--- src/rtl/addr_ext_pkg.sv ---
// -----------------------------------------------------------------------------
// addr_ext_pkg
// Shared definitions for the address/immediate extension pipeline:
//   - mode_e    : 2-bit extension mode selector
//   - MAX_SHIFT : largest supported scale shift
// -----------------------------------------------------------------------------
package addr_ext_pkg;

  typedef enum logic [1:0] {
    MODE_ZERO   = 2'b00,
    MODE_SIGN   = 2'b01,
    MODE_SCALED = 2'b10,
    MODE_REL    = 2'b11
  } mode_e;

  localparam int MAX_SHIFT = 4;

endpackage

--- src/rtl/addr_ext_stage.sv ---
// -----------------------------------------------------------------------------
// addr_ext_stage
// Generic valid/ready register slice (one pipeline stage).
// Ports:
//   clk, rst_n        : clock, asynchronous active-low reset
//   in_vld / in_rdy   : upstream handshake, in_data payload
//   out_vld / out_rdy : downstream handshake, out_data payload
// The slice loads whenever it is empty or its content is being taken, so
// in_rdy is combinational from out_rdy (this is what lets a full pipeline
// accept and drain in the same cycle).
// -----------------------------------------------------------------------------
module addr_ext_stage #(
  parameter int DATA_W = 8
) (
  input  logic              clk,
  input  logic              rst_n,
  input  logic              in_vld,
  output logic              in_rdy,
  input  logic [DATA_W-1:0] in_data,
  output logic              out_vld,
  input  logic              out_rdy,
  output logic [DATA_W-1:0] out_data
);

  logic              vld_d, vld_q;
  logic [DATA_W-1:0] data_d, data_q;

  always_comb begin
    in_rdy = !vld_q || out_rdy;
    vld_d  = vld_q;
    data_d = data_q;
    if (in_rdy) begin
      vld_d = in_vld;
      // Payload only moves with a real transfer, so a stalled result holds.
      if (in_vld) data_d = in_data;
    end
  end

  always_ff @(posedge clk or negedge rst_n) begin
    if (!rst_n) begin
      vld_q  <= 1'b0;
      data_q <= '0;
    end else begin
      vld_q  <= vld_d;
      data_q <= data_d;
    end
  end

  assign out_vld  = vld_q;
  assign out_data = data_q;

endmodule

--- src/rtl/addr_extend_pipe.sv ---
// -----------------------------------------------------------------------------
// addr_extend_pipe
// Two-stage pipelined immediate/address extension unit.
//   Modes: ZERO (zero-extend), SIGN (sign-extend), SCALED (zero-extend << SHIFT),
//          REL (base + (sign-extend << SHIFT)).
// Ports:
//   clk, rst_n            : clock, asynchronous active-low reset
//   in_valid / in_ready   : request handshake; in_imm, in_mode, in_base payload
//   out_valid / out_ready : result handshake; out_addr, out_ovf payload
//   out_misalign          : only with ADDR_EXT_ALIGN_CHECK_EN defined; result
//                           has nonzero bits below the SHIFT alignment
// Optional feature macro: ADDR_EXT_ALIGN_CHECK_EN
// -----------------------------------------------------------------------------
module addr_extend_pipe
  import addr_ext_pkg::*;
#(
  parameter int IN_W  = 12,
  parameter int OUT_W = 32,
  parameter int SHIFT = 2
) (
  input  logic             clk,
  input  logic             rst_n,
  input  logic             in_valid,
  output logic             in_ready,
  input  logic [IN_W-1:0]  in_imm,
  input  logic [1:0]       in_mode,
  input  logic [OUT_W-1:0] in_base,
  output logic             out_valid,
  input  logic             out_ready,
  output logic [OUT_W-1:0] out_addr,
  output logic             out_ovf
`ifdef ADDR_EXT_ALIGN_CHECK_EN
  ,
  output logic             out_misalign
`endif
);

  if (IN_W < 1 || IN_W >= OUT_W || SHIFT < 0 || SHIFT > MAX_SHIFT) begin : g_param_err
    $error("addr_extend_pipe: illegal parameters IN_W=%0d OUT_W=%0d SHIFT=%0d",
           IN_W, OUT_W, SHIFT);
  end

  // Wide enough that a shifted immediate never loses bits (IN_W+SHIFT <=
  // OUT_W+3), so both the scaled overflow and the REL sum are exact.
  localparam int WIDE_W = OUT_W + MAX_SHIFT + 1;
  localparam int P1_W   = WIDE_W + OUT_W + 2 + 1;
`ifdef ADDR_EXT_ALIGN_CHECK_EN
  localparam int P2_W   = OUT_W + 2;
  localparam logic [OUT_W-1:0] ALIGN_MASK = OUT_W'((64'd1 << SHIFT) - 64'd1);
`else
  localparam int P2_W   = OUT_W + 1;
`endif

  function automatic logic signed [WIDE_W-1:0] sext_imm(input logic [IN_W-1:0] imm);
    return {{(WIDE_W-IN_W){imm[IN_W-1]}}, imm};
  endfunction

  // Exact unsigned(base) + signed(off); the MSB of the return is set when the
  // true sum falls outside 0..2^OUT_W-1, the low bits are the wrapped sum.
  function automatic logic [OUT_W:0] rel_sum_wrap(input logic [OUT_W-1:0]        base,
                                                  input logic signed [WIDE_W-1:0] off);
    logic signed [WIDE_W:0] sum;
    sum = $signed({{(WIDE_W+1-OUT_W){1'b0}}, base}) + $signed({off[WIDE_W-1], off});
    return {|sum[WIDE_W:OUT_W], sum[OUT_W-1:0]};
  endfunction

  // ---- stage 1 input: extension ----
  logic signed [WIDE_W-1:0] ext_p0;
  logic [WIDE_W-1:0]        imm_zx_p0;
  logic                     pre_ovf_p0;

  always_comb begin
    imm_zx_p0  = WIDE_W'(in_imm);
    ext_p0     = imm_zx_p0;
    pre_ovf_p0 = 1'b0;
    case (mode_e'(in_mode))
      MODE_ZERO:   ext_p0 = imm_zx_p0;
      MODE_SIGN:   ext_p0 = sext_imm(in_imm);
      MODE_SCALED: begin
        ext_p0     = imm_zx_p0 << SHIFT;
        pre_ovf_p0 = |ext_p0[WIDE_W-1:OUT_W];
      end
      MODE_REL:    ext_p0 = sext_imm(in_imm) <<< SHIFT;
      default:     ext_p0 = imm_zx_p0;
    endcase
  end

  logic              vld_p1, rdy_p1;
  logic [P1_W-1:0]   data_p1;

  addr_ext_stage #(.DATA_W(P1_W)) u_stage1 (
    .clk      (clk),
    .rst_n    (rst_n),
    .in_vld   (in_valid),
    .in_rdy   (in_ready),
    .in_data  ({ext_p0, in_base, in_mode, pre_ovf_p0}),
    .out_vld  (vld_p1),
    .out_rdy  (rdy_p1),
    .out_data (data_p1)
  );

  // ---- stage 2 input: base add and result select ----
  logic signed [WIDE_W-1:0] ext_p1;
  logic [OUT_W-1:0]         base_p1;
  logic [1:0]               mode_p1;
  logic                     pre_ovf_p1;
  logic [OUT_W-1:0]         res_addr_p1;
  logic                     res_ovf_p1;
  logic [P2_W-1:0]          res_p1;

  assign {ext_p1, base_p1, mode_p1, pre_ovf_p1} = data_p1;

  always_comb begin
    res_addr_p1 = ext_p1[OUT_W-1:0];
    res_ovf_p1  = pre_ovf_p1;
    if (mode_e'(mode_p1) == MODE_REL) begin
      {res_ovf_p1, res_addr_p1} = rel_sum_wrap(base_p1, ext_p1);
    end
  end

`ifdef ADDR_EXT_ALIGN_CHECK_EN
  logic res_mis_p1;
  // SCALED results are aligned by construction; forced low regardless.
  assign res_mis_p1 = (mode_e'(mode_p1) != MODE_SCALED) && |(res_addr_p1 & ALIGN_MASK);
  assign res_p1     = {res_mis_p1, res_ovf_p1, res_addr_p1};
`else
  assign res_p1     = {res_ovf_p1, res_addr_p1};
`endif

  logic [P2_W-1:0] data_p2;

  addr_ext_stage #(.DATA_W(P2_W)) u_stage2 (
    .clk      (clk),
    .rst_n    (rst_n),
    .in_vld   (vld_p1),
    .in_rdy   (rdy_p1),
    .in_data  (res_p1),
    .out_vld  (out_valid),
    .out_rdy  (out_ready),
    .out_data (data_p2)
  );

  // ---- stage 2 output ----
`ifdef ADDR_EXT_ALIGN_CHECK_EN
  assign {out_misalign, out_ovf, out_addr} = data_p2;
`else
  assign {out_ovf, out_addr} = data_p2;
`endif

endmodule

--- config.mk ---
export PLATFORM = sky130hd
export DESIGN_NAME = addr_extend_pipe
export DESIGN_NICKNAME = d
export VERILOG_FILES = /design/src/rtl/addr_ext_pkg.sv /design/src/rtl/addr_ext_stage.sv /design/src/rtl/addr_extend_pipe.sv
export SDC_FILE = /design/constraint.sdc
export NUM_CORES = 1
export LEC_CHECK = 0
export CAP_MARGIN = 10
export CORE_UTILIZATION = 40
export CTS_CLUSTER_DIAMETER = 30
export CTS_CLUSTER_SIZE = 12
export DETAILED_ROUTE_END_ITERATION = 8
export GPL_TIMING_DRIVEN = 0
export PLACE_DENSITY = 0.66
export SYNTH_ARGS = -nofsm -noshare
export SYNTH_HDL_FRONTEND = slang
export SYNTH_SLANG_ARGS = --single-unit
--- constraint.sdc ---
create_clock -name clk -period 3.7 [get_ports clk]
set_input_delay 0.74 -clock clk [delete_from_list [all_inputs] [get_ports clk]]
set_output_delay 0.74 -clock clk [all_outputs]
set_load 0.05 [all_outputs]
==> results.ini, run 1 <==
[outcome]
outcome = completed

[critical_path]
crit_required_ps = 3940
cp_top_family = compound AO/OA/AOI/OAI gates
rrSetupSlack_ps = 520
startpoint_type = flop
worstPathArrival_ps = 3420
critPathBufInv = 1
worstPathMaxFanout = 25
crit_chain = ha_1 -> clkbuf_1 -> a211oi_1 -> o21bai_1 -> nor4_1 -> o211ai_1 -> a31o_2 -> a21oi_1 -> xnor2_1 -> nand2_1 -> a22o_1
slowest_stage = dfrtp_2
crit_type = reg2reg
critPathMaxStageDelay_ps = 660
end_kind = flop

[flow_run]
drv_cap = 0

[synth]
yosysTopAreaCellShare_pct = 41.5
yosysMostFrequentCell = dfrtp_1
synth_flop_cell = dfrtp_1
avgSynthCellArea_sq_um = 9.58
netlist_top_cells_area = dfrtp_1 41%, ha_1 8.1%, mux2_2 7.6%
yosysWarnings = 0
yosys.area.top_type = dfrtp_1
yosysUniqueCellTypes = 56
ys_top_cells_by_count = 84 x dfrtp_1, 67 x nand2_1, 48 x a21oi_1, 48 x o21ai_0, 41 x nor2_1
yosysSeqAreaShare_pct = 41.5
syn_nets = 613
synthCells = 529
synth_edf_count = 0
syn_area_sq_um = 5070
ys_ff_latch = 84
async_reset_ff_share_pct = 100

[routing]
first_iter_violations = 200
drt_first_pass_iters = 4
ant_nets = 0
routedWlPerCell_um = 15.9
drc_errors = 0
vias = 4228
wl_um = 12600
viasPerCell = 5.30

[power_and_ir_drop]
vdd_drop_max_v = 0.000240
intPower_mw = 2.42
pwr-share-comb_pct = 42.6
p_sw_share_pct = 38.9
pwr_density_cell_nw_per_um2 = 613
leakage_nw = 2.77
seq_power_share_pct = 31.3
switching_power_mw = 1.55
p_clk_share_pct = 26.1
power_mw = 3.97

[floorplan]
die_x_um = 115
coreArea_sq_um = 12200
die-area_sq_um = 13100
pin_count = 85
die_y_um = 115
initial_core_util_pct = 41.7
num_rows = 40

[clocking]
cts-buffers-inserted = 9
clk_latency_ps = 350
cts_max_level = 3
cts_tree = built
cts_hold_buf = 0
ctsResizeCount = 0
cts_buffer_depth = 2
clkSinkCount = 84
clk_pin_slew_ps = 60
post_cts_buffers = 0
cts_root_buffer = clkbuf_16

[final_layout]
syn_to_final_growth_pct = 27.8
drive_gt1_share_pct = 10.7
n_antenna_cell = 0
stdcell_count = 797
finalInstanceArea_sq_um = 6470
finalNetCount = 708

[timing]
finalCriticalPeriod_ps = 3180
post-route-period-util_pct = 86.0
drv_slew = 0
final-hold-violation-count = 0
worst_pin_slew_ps = 688
grt_setup_unrepaired = no
fmax_ghz = 0.314
slew_headroom_pct = 54.1
final-setup-viol-count = 0
fin_skew_ps = 8.42
holdWs_ps = 375

[place]
placed_cells = 781
dpl-instance-area_sq_um = 6130
io_buffers = 83
dp_hpwl_um = 9680
gp_congestion = 0.941

[global_route]
track_usage_pct = 20.9
grt_first_pass_wirelength_um = 20900
grt_max_degree = 46
antenna_found_initial = 0
grt_pass1_vias = 4368
overflow = 0

[worst_hold_path]
hold_class = in2async

logic make-up (layout without fill, tap and decap cells):
| logic type | Yosys count | in the layout | share of synthesized area [%] |
|---|---|---|---|
| compound gates | 162 | 162 | 20.6 |
| simple gates | 146 | 146 | 12.6 |
| flops | 84 | 84 | 41.5 |
| mux | 45 | 45 | 9.73 |
| fa+ha+maj | 34 | 34 | 8.54 |
| buf+inv | 32 | 132 | 2.54 |
| xor+xnor | 26 | 26 | 4.49 |
state kept, by name, indices dropped and copies added, names as in the netlist:
name / count
u_stage1.out_data: 49
u_stage1.out_vld: 1
u_stage2.out_data: 33
u_stage2.out_vld: 1
power by group through the flow:
stage                     clock network (mW)  logic (mW)  registers [mW]
after CTS                               1.06        1.69            1.24
after global routing                    1.10        1.84            1.26
after floorplan                            0       0.851            1.57
final                                   1.04        1.69            1.24
after global placement                     0        1.65            1.26
after detailed placement                   0        1.68            1.26
metal layers:
layer | up-vias | GRT usage, % | wire length (um)
li1 | 2092 | - | -
met1 | 1983 | 26.8 | 5710
met2 | 130 | 33.9 | 5860
met3 | 23 | 3.92 | 705
met4 | 0 | 10.0 | 369
met5 | - | 0 | 0
worst register-to-register path, cell delays in order (launching register included):
cell	delay (ps)
dfrtp_2	660
ha_1	330
clkbuf_1	200
a211oi_1	340
o21bai_1	150
nor4_1	300
o211ai_1	220
a31o_2	280
a21oi_1	170
xnor2_1	150
nand2_1	80
a22o_1	200
cell usage in the layout, fill, tap and decap left out, drive strengths merged, types with 3 or more instances in the layout:
cell and instances:
inv 7, o41ai 3, nor2 41, o21bai 5, clkdlybuf4s50 82, xnor2 15, nand2b 7, nor3 4
o21a 3, clkbuf 32, buf 6, ha 33, and2 6, and3 4, bufinv 3, a311oi 3
a21o 12, dfrtp 84, nand4 3, a31oi 9, nor2b 3, nand2 67, xor2 11, o22a 3
nand3 5, mux2i 11, mux2 34, a21oi 50, o21ai 51, o211ai 5, a211oi 3
metrics by stage:
stage	setup slack, ps	TNS (ps)	util, %
after global routing	221	0	53.2
after floorplan	801	0	-
after CTS	215	0	53.2
final	519	0	53.2
after global placement	-1070	-89680	50.2
after detailed placement	222	0	50.4
final cells by class:
cell class                 count  area [sq um]
buffer                        26           106
clock buffer                  10           229
fill                        1120          5690
tap                          168           210
sequential                    84          2100
multi-input combinational    413          2840
timing repair buffer          84           856
inverter                       6          22.5
clock inverter                 6           111
final timing paths:
check                                      start                     to  cells after the start
hold reg to reg            u_stage2.out_data[18]  u_stage2.out_data[18]                      2
setup / recovery           u_stage1.out_data[70]  u_stage2.out_data[31]                     11
setup reg to reg           u_stage1.out_data[70]  u_stage2.out_data[31]                     11
max in group asynchronous                  rst_n   u_stage2.out_data[5]                      2
min in group clk           u_stage2.out_data[18]  u_stage2.out_data[18]                      2
hold / removal                             rst_n  u_stage1.out_data[19]                      1
(Power assumes the default switching activity.)
==> run 2, diff against run 1 <==
--- a/config.mk
+++ b/config.mk
@@ -12,6 +12,7 @@
 export DETAILED_ROUTE_END_ITERATION = 8
 export GPL_TIMING_DRIVEN = 0
 export PLACE_DENSITY = 0.66
+export RECOVER_POWER = 25
 export SYNTH_ARGS = -nofsm -noshare
 export SYNTH_HDL_FRONTEND = slang
 export SYNTH_SLANG_ARGS = --single-unit
==> run 2 against run 1 <==
Compared with the run above:
- the flow now finishes with violations (max-capacitance violations, max-slew violations)
- flip-flop and latch count unchanged
- first-iteration DRC count increased by 0.50%
- die area unchanged
- maximum frequency about the same
- combinational power about the same
- non-clock buffer count unchanged
- via count decreased by 0.21%
- clock power about the same
- total power about the same
- clock skew unchanged
- critical path type unchanged
- largest power group unchanged
==> results.ini, run 2 (synthesized netlist as in run 1, its figures left out) <==
[clocking]
cts-buffers-inserted = 9  ; unchanged
clk_pin_slew_ps = 60  ; about the same
clkSinkCount = 84  ; unchanged
cts_buffer_depth = 2  ; unchanged
clk_latency_ps = 350  ; about the same
cts_max_level = 3  ; unchanged
cts_hold_buf = 0  ; unchanged
cts_tree = built  ; unchanged
cts_root_buffer = clkbuf_16  ; unchanged

[outcome]
violations = max-capacitance violations, max-slew violations
outcome = finished, violations left  ; was completed

[place]
place_ws_ps = 222  ; unchanged
io_buffers = 83  ; unchanged
placed_cells = 781  ; unchanged
dp_hpwl_um = 9680  ; unchanged
dpl-instance-area_sq_um = 6130  ; unchanged
gp_congestion = 0.941  ; unchanged

[critical_path]
startpoint_type = flop  ; unchanged
worstPathArrival_ps = 3420  ; about the same
critPathMaxStageDelay_ps = 660  ; about the same
worstPathMaxFanout = 25  ; unchanged
cp_top_family = compound AO/OA/AOI/OAI gates  ; unchanged
end_kind = flop  ; unchanged
crit_type = reg2reg  ; unchanged
critPathBufInv = 1  ; unchanged
crit_chain = ha_1 -> clkbuf_1 -> a211oi_1 -> o21bai_1 -> nor4_1 -> o211ai_1 -> a31o_2 -> a21oi_1 -> xnor2_1 -> nand2_1 -> a22o_1  ; unchanged
slowest_stage = dfrtp_2  ; unchanged
crit_required_ps = 3940  ; about the same

[final_layout]
largest_reg_flops = 49  ; unchanged
final_util_pct = 53.2  ; about the same
layout.area.seq_sq_um = 2100  ; unchanged
finalInstanceArea_sq_um = 6470  ; about the same
n_antenna_cell = 0  ; unchanged
final_common_cell = dfrtp_1  ; unchanged
finalNetCount = 708  ; unchanged
fillers = 1122  ; was 1120
multi_input_area_sq_um = 2840  ; unchanged
final_cell_mix = 83 x dfrtp_1, 82 x clkdlybuf4s50_1, 67 x nand2_1  ; unchanged
stdcell_count = 797  ; unchanged
syn_to_final_growth_pct = 27.7  ; was 27.8%
drive_gt1_share_pct = 10.5  ; was 10.7%

[power_and_ir_drop]
power_mw = 3.97  ; about the same
switching_power_mw = 1.55  ; about the same
pwr_density_cell_nw_per_um2 = 614  ; was 613 nW/um^2
vdd_drop_max_v = 0.000240  ; about the same
seq_power_share_pct = 31.3  ; about the same
leakage_nw = 2.77  ; about the same
p_clk_share_pct = 26.1  ; about the same
p_sw_share_pct = 38.9  ; about the same
intPower_mw = 2.42  ; about the same
pwr-share-comb_pct = 42.6  ; about the same

[timing]
slew_headroom_pct = -49.1  ; was 54.1%
fin_skew_ps = 8.42  ; unchanged
fmax_ghz = 0.314  ; about the same
final-hold-violation-count = 0  ; unchanged
setup_tns_ps = 0  ; unchanged
layout_setup_ws_ps = 517  ; was 519 ps
worst_pin_slew_ps = 2240  ; was 688 ps
final-setup-viol-count = 0  ; unchanged
post-route-period-util_pct = 86.0  ; about the same
holdWs_ps = 482  ; was 375 ps
finalCriticalPeriod_ps = 3180  ; about the same
drv_slew = 40  ; was 0
grt_setup_unrepaired = no  ; unchanged

[global_route]
grt_max_degree = 46  ; unchanged
grt_pass1_vias = 4368  ; unchanged
overflow = 0  ; unchanged
track_usage_pct = 20.9  ; unchanged
grt_first_pass_wirelength_um = 20900  ; unchanged
antenna_found_initial = 0  ; unchanged

[routing]
vias = 4219  ; was 4228
first_iter_violations = 201  ; was 200
wl_um = 12600  ; about the same
drt_first_pass_iters = 4  ; unchanged
drc_errors = 0  ; unchanged
routedWlPerCell_um = 15.9  ; about the same
viasPerCell = 5.29  ; was 5.30
ant_nets = 0  ; unchanged

[floorplan]
die-area_sq_um = 13100  ; unchanged
die_x_um = 115  ; unchanged
num_rows = 40  ; unchanged
coreArea_sq_um = 12200  ; unchanged
pin_count = 85  ; unchanged
die_y_um = 115  ; unchanged
initial_core_util_pct = 41.7  ; unchanged

[flow_run]
drv_cap = 1  ; was 0

[worst_hold_path]
hold_class = reg2reg  ; was in2async

## run 2: changes by cell type in the layout (fill, tap and decap cells not counted), sizes merged
cell / change
clkbuf: +1
buf: -1
## run 2: power by group through the flow
stage | Combinational [mW] | Clock (mW) | Sequential, mW
finish | 1.69 | 1.04 | 1.24
CTS | 1.69 | 1.06 | 1.24
detailed placement | 1.68 | 0 | 1.26
floorplan | 0.851 | 0 | 1.57
global placement | 1.65 | 0 | 1.26
global route | 1.84 | 1.10 | 1.26
## run 2: path summary, 6_finish.rpt
path | from | end | slack (ps) | cells past startpoint
hold / removal | u_stage2.out_data[18] | u_stage2.out_data[18] | 480 | 2
hold reg to reg | u_stage2.out_data[18] | u_stage2.out_data[18] | 480 | 2
setup reg to reg | u_stage1.out_data[70] | u_stage2.out_data[31] | 520 | 11
max in group asynchronous | rst_n | u_stage1.out_data[70] | 1200 | 1
min in group asynchronous | rst_n | u_stage1.out_data[19] | 1060 | 1
setup / recovery | u_stage1.out_data[70] | u_stage2.out_data[31] | 520 | 11
## run 2: worst register-to-register path: cells and delay by family (launching register included)
kind                     cells  cell delay, ps
adder cells (fa/ha/maj)      1             330
flip-flops                   1             660
XOR/XNOR                     1             150
AND/OR/NAND/NOR              2             380
buffers and inverters        1             200
AO/OA/AOI/OAI                6            1360
## run 2: timing repair
action / in CTS / in global routing
endpoints found under the setup margin: 0 / 2
gates resized for setup: 0 / 1
buffers inserted: 0 / 0
## run 2: final cells by class
cell class	instances	share of cell area, %
Multi-Input combinational cell	413	43.8
Sequential cell	84	32.5
Timing Repair Buffer	84	13.2
Clock buffer	10	3.54
Tap cell	168	3.25
Clock inverter	6	1.72
Buffer	26	1.64
Inverter	6	0.348
## run 2: layer usage
| metal | vias to the layer above | GRT usage [%] | wire (um) |
|---|---|---|---|
| met5 | - | 0 | 0 |
| met4 | 0 | 10.0 | 369 |
| met3 | 23 | 3.92 | 702 |
| met2 | 128 | 33.9 | 5840 |
| met1 | 1976 | 26.8 | 5720 |
| li1 | 2092 | - | - |
